[config.mk]
export PLATFORM = sky130hd
export DESIGN_NAME = ber_checker_sat_counter
export DESIGN_NICKNAME = d
export VERILOG_FILES = /design/src/rtl/ber_checker_sat_counter.sv
export SDC_FILE = /design/constraint.sdc
export NUM_CORES = 1
export LEC_CHECK = 0
export CORE_MARGIN = 8
export CORE_UTILIZATION = 48
export CTS_BUF_LIST = sky130_fd_sc_hd__clkbuf_16
export DETAILED_ROUTE_END_ITERATION = 8
export PLACE_DENSITY = 0.83
export SKIP_LAST_GASP = 1
export SLEW_MARGIN = 30
export SYNTH_ARGS = -nofsm -noshare
export SYNTH_HDL_FRONTEND = slang
export SYNTH_SLANG_ARGS = --single-unit
[constraint.sdc]
create_clock -name clk -period 2.6 [get_ports clk]
set_clock_uncertainty 0.15 [all_clocks]
set_input_delay 0.26 -clock clk [delete_from_list [all_inputs] [get_ports clk]]
set_output_delay 0.26 -clock clk [all_outputs]
set_load 0.01 [all_outputs]
[src/rtl/ber_checker_sat_counter.sv]
// Saturating up-counter with synchronous clear; sticks at all-ones.
module ber_checker_sat_counter #(
    parameter int NB_CNT = 64
) (
    input  logic              clk,
    input  logic              i_reset,
    input  logic              i_clear,
    input  logic              i_inc,
    output logic [NB_CNT-1:0] o_count
);

    logic [NB_CNT-1:0] count_q;
    logic [NB_CNT-1:0] count_d;

    // Next count: clear wins, otherwise increment unless already saturated.
    always_comb begin
        count_d = count_q;
        if (i_clear) begin
            count_d = '0;
        end else if (i_inc && !(&count_q)) begin
            count_d = count_q + NB_CNT'(1);
        end
    end

    // Count register with asynchronous active-low reset.
    always_ff @(posedge clk or negedge i_reset) begin
        if (!i_reset) begin
            count_q <= '0;
        end else begin
            count_q <= count_d;
        end
    end

    assign o_count = count_q;

endmodule

==> results.py <==
metrics = {
    "floorplan": {
        "coreArea_sq_um": 7687,
        "ioPinCount": 68,
        "die_w_microns": 104.7,
        "fp.dieH_microns": 104.7,
        "start_util_pct": 49.15,
        "die_area_sq_um": 10970,
        "rows": 32,
    },
    "cts": {
        "cts.sinks": 64,
        "cts_root_buf": "clkbuf_16",
        "cts-buffers-inserted": 9,
        "tritoncts": "yes",
        "htree_levels": 3,
        "max-clock-path-buffers": 2,
        "clkTransAtPathRegs_ns": 0.06,
        "insertion_delay_ns": 0.33,
    },
    "power_and_ir_drop": {
        "power.total_mw": 2.282,
        "leakagePower_nw": 2.008,
        "internal_power_mw": 1.761,
        "p_sw_mw": 0.5208,
        "powerDensity_nw_per_um2": 435.7,
        "p_clk_share_pct": 51.8,
        "pwr-share-seq_pct": 43.9,
        "switching_share_pct": 22.82,
        "comb_power_share_pct": 4.3,
        "ir_drop_mv": 0.3388,
    },
    "placed_design": {
        "io_buffers": 67,
        "gp_congestion": 0.9297,
        "dpl.hpwl_microns": 8539,
        "place_area_sq_um": 4910,
    },
    "worst_setup_path": {
        "critPathLaunchType": "flip-flop",
        "slowest_stage": "or4_4",
        "crit_required_ns": 2.66,
        "startpoint": "o_count[28]",
        "crit_end": "o_count[48]",
        "crit_path_end_kind": "flip-flop",
        "rr_worst_depth": 7,
        "path_cells": "nand4_1 -> or4_4 -> buf_4 -> nor2_1 -> nand3_1 -> nor3_1 -> mux2_2",
        "cp_num_cells": 7,
        "critPathMaxFanout": 5,
        "timing.rr.start": "o_count[28]",
        "worst-path-buf-inv": 1,
        "cpPeakStageDelay_ns": 0.60,
        "regToRegSetupSlack_ns": 0.02,
        "crit_type": "flip-flop to flip-flop",
        "cp.arrival_ns": 2.65,
        "crit_family": "simple AND/OR/NAND/NOR gates",
        "r2r-end": "o_count[48]",
    },
    "synth": {
        "avgSynthCellArea_sq_um": 8.997,
        "async_flop_share_pct": 100.0,
        "ys_ff_latch": 64,
        "ys_warn_count": 0,
        "netlist_area_sq_um": 3779,
        "yosysMostFrequentCell": "dfrtp_1",
        "synth_nets": 425,
        "yosysSeqAreaShare_pct": 42.38,
        "synth_top_area_share_pct": 42.38,
        "synth_mux_area_share_pct": 2.947,
        "synthTopCellsByCount": "dfrtp_1 (64), nor2_1 (42), a21oi_1 (34), nand4_1 (29), nand3_1 (27)",
        "yosys.area.top_type": "dfrtp_1",
        "synth-main-ff-cell": "dfrtp_1",
        "synth-xor-area-share_pct": 4.636,
        "synth_cell_type_count": 47,
        "synth_top_family_by_area": "simple AND/OR/NAND/NOR gates",
        "synthSimpleGateAreaFrac_pct": 33.54,
        "synth-compound-area-share_pct": 12.75,
        "synth-adder-area-share_pct": 0.3311,
        "syn_inst": 420,
        "synth_edf_count": 0,
        "synthTopCellsByArea": "dfrtp_1 (42%), nand4_1 (4.8%), or4_1 (4.6%), a21oi_1 (4.5%), nor2_1 (4.2%)",
    },
    "global_routing": {
        "grt_overflow_total": 0,
        "grt_pass1_wl_microns": 19260,
        "grt_usage_pct": 21.14,
        "grt_pass1_vias": 3862,
        "antenna_found_initial": 0,
        "grt_max_degree": 57,
    },
    "timing": {
        "min_period_over_period_pct": 99.30,
        "fin_crit_ns": 2.582,
        "timing.fmax_mhz": 387.3,
        "finalSetupViolations": 0,
        "fin_setup_tns_ns": 0,
        "worst_pin_slew_ns": 0.6794,
        "hold_viol": 0,
        "slew_viol_final": 0,
        "slew_headroom_pct": 54.71,
    },
    "outcome": {
        "outcome": "finished clean",
    },
    "hold_path": {
        "hold_path.class": "primary input to flip-flop",
        "hold_path_depth": 2,
    },
    "finish": {
        "syn_to_final_growth_pct": 38.64,
        "largest_reg_flops": 64,
        "drive_gt1_share_pct": 18.05,
        "final_util_pct": 68.15,
        "num_antenna_cells": 0,
        "final_nets": 543,
        "stdcell_area_sq_um": 5239,
    },
    "drt": {
        "routedWlPerCell_microns": 18.48,
        "dr.first_iter.drc_count": 383,
        "ant_nets": 0,
        "drc": 0,
        "viasPerCell": 6.200,
        "drtPass1Iterations": 6,
        "wl_microns": 11920,
        "vias": 3999,
    },
    "flow_run": {
        "drv_cap": 0,
    },
}
==> layer usage <==
layer	up-vias	wire [microns]	track usage [%]
li1	1834	-	-
met3	39	817	4.545
met5	-	0	0
met1	1937	4985	26.53
met2	189	5747	34.16
met4	0	369	9.582
==> per-stage QoR <==
stage	worst slack (ns)	std cells	hold WS, ns
final	0.01810	645	0.2595
after global routing	-0.01044	645	0.3049
after CTS	0.03204	643	0.3548
after detailed placement	0.02887	626	0.1721
after global placement	0.01601	626	0.1644
after floorplan	0.1125	420	-0.1856
==> cells in the final DEF (no fill, tap or decap), types with 10 or more instances in the layout <==
cell,instances
dfrtp_1,62
o21ai_0,12
nand4_1,29
nor4_1,10
nor3_1,11
nand3_1,27
or4_1,21
or3_1,14
a21oi_1,34
nand2_1,26
xor2_1,12
clkdlybuf4s50_1,65
o31ai_1,20
buf_4,56
nor2_1,42
==> worst min path at each step <==
stage	startpoint	endpoint	slack, ns
global placement	i_reset	o_count[42]	0.16
CTS	i_reset	o_count[42]	0.35
detailed placement	i_reset	o_count[42]	0.17
global route	i_clear	o_count[22]	0.30
finish	i_clear	o_count[22]	0.26
floorplan	i_reset	o_count[0]	-0.19
==> what timing repair did <==
item	in CTS	in global routing
hold buffers	1	0
setup buffers	0	2
gates resized for setup	0	7
hold endpoints to repair	27	0
setup endpoints to repair	0	12
==> area by class of cell <==
class                           count  area, sq um
Clock buffer                        9        225.2
Clock inverter                      7        62.56
Fill cell                         616         2449
Inverter                            9        33.78
Multi-Input combinational cell    329         2059
Sequential cell                    64         1604
Tap cell                          102        127.6
Timing Repair Buffer              125         1126
==> cells by family (layout without fill, tap and decap cells) <==
logic type,Yosys count,count (layout)
AOI/OAI and AO/OA,78,78
muxes,10,10
DFF,64,64
buffers and inverters,27,150
xor gates and xnor gates,20,20
and+or+nand+nor,220,220
adders and majority gates,1,1
==> power by group through the flow <==
stage / Combinational (mW) / Sequential, mW / Clock [mW]
final: 0.0980 / 1.00 / 1.18
after global routing: 0.109 / 1.00 / 1.23
after CTS: 0.0987 / 1.00 / 1.19
after detailed placement: 0.0975 / 1.02 / 0
after global placement: 0.0941 / 1.02 / 0
after floorplan: 0.0400 / 1.02 / 0
Power figures use the tool's default switching activity.
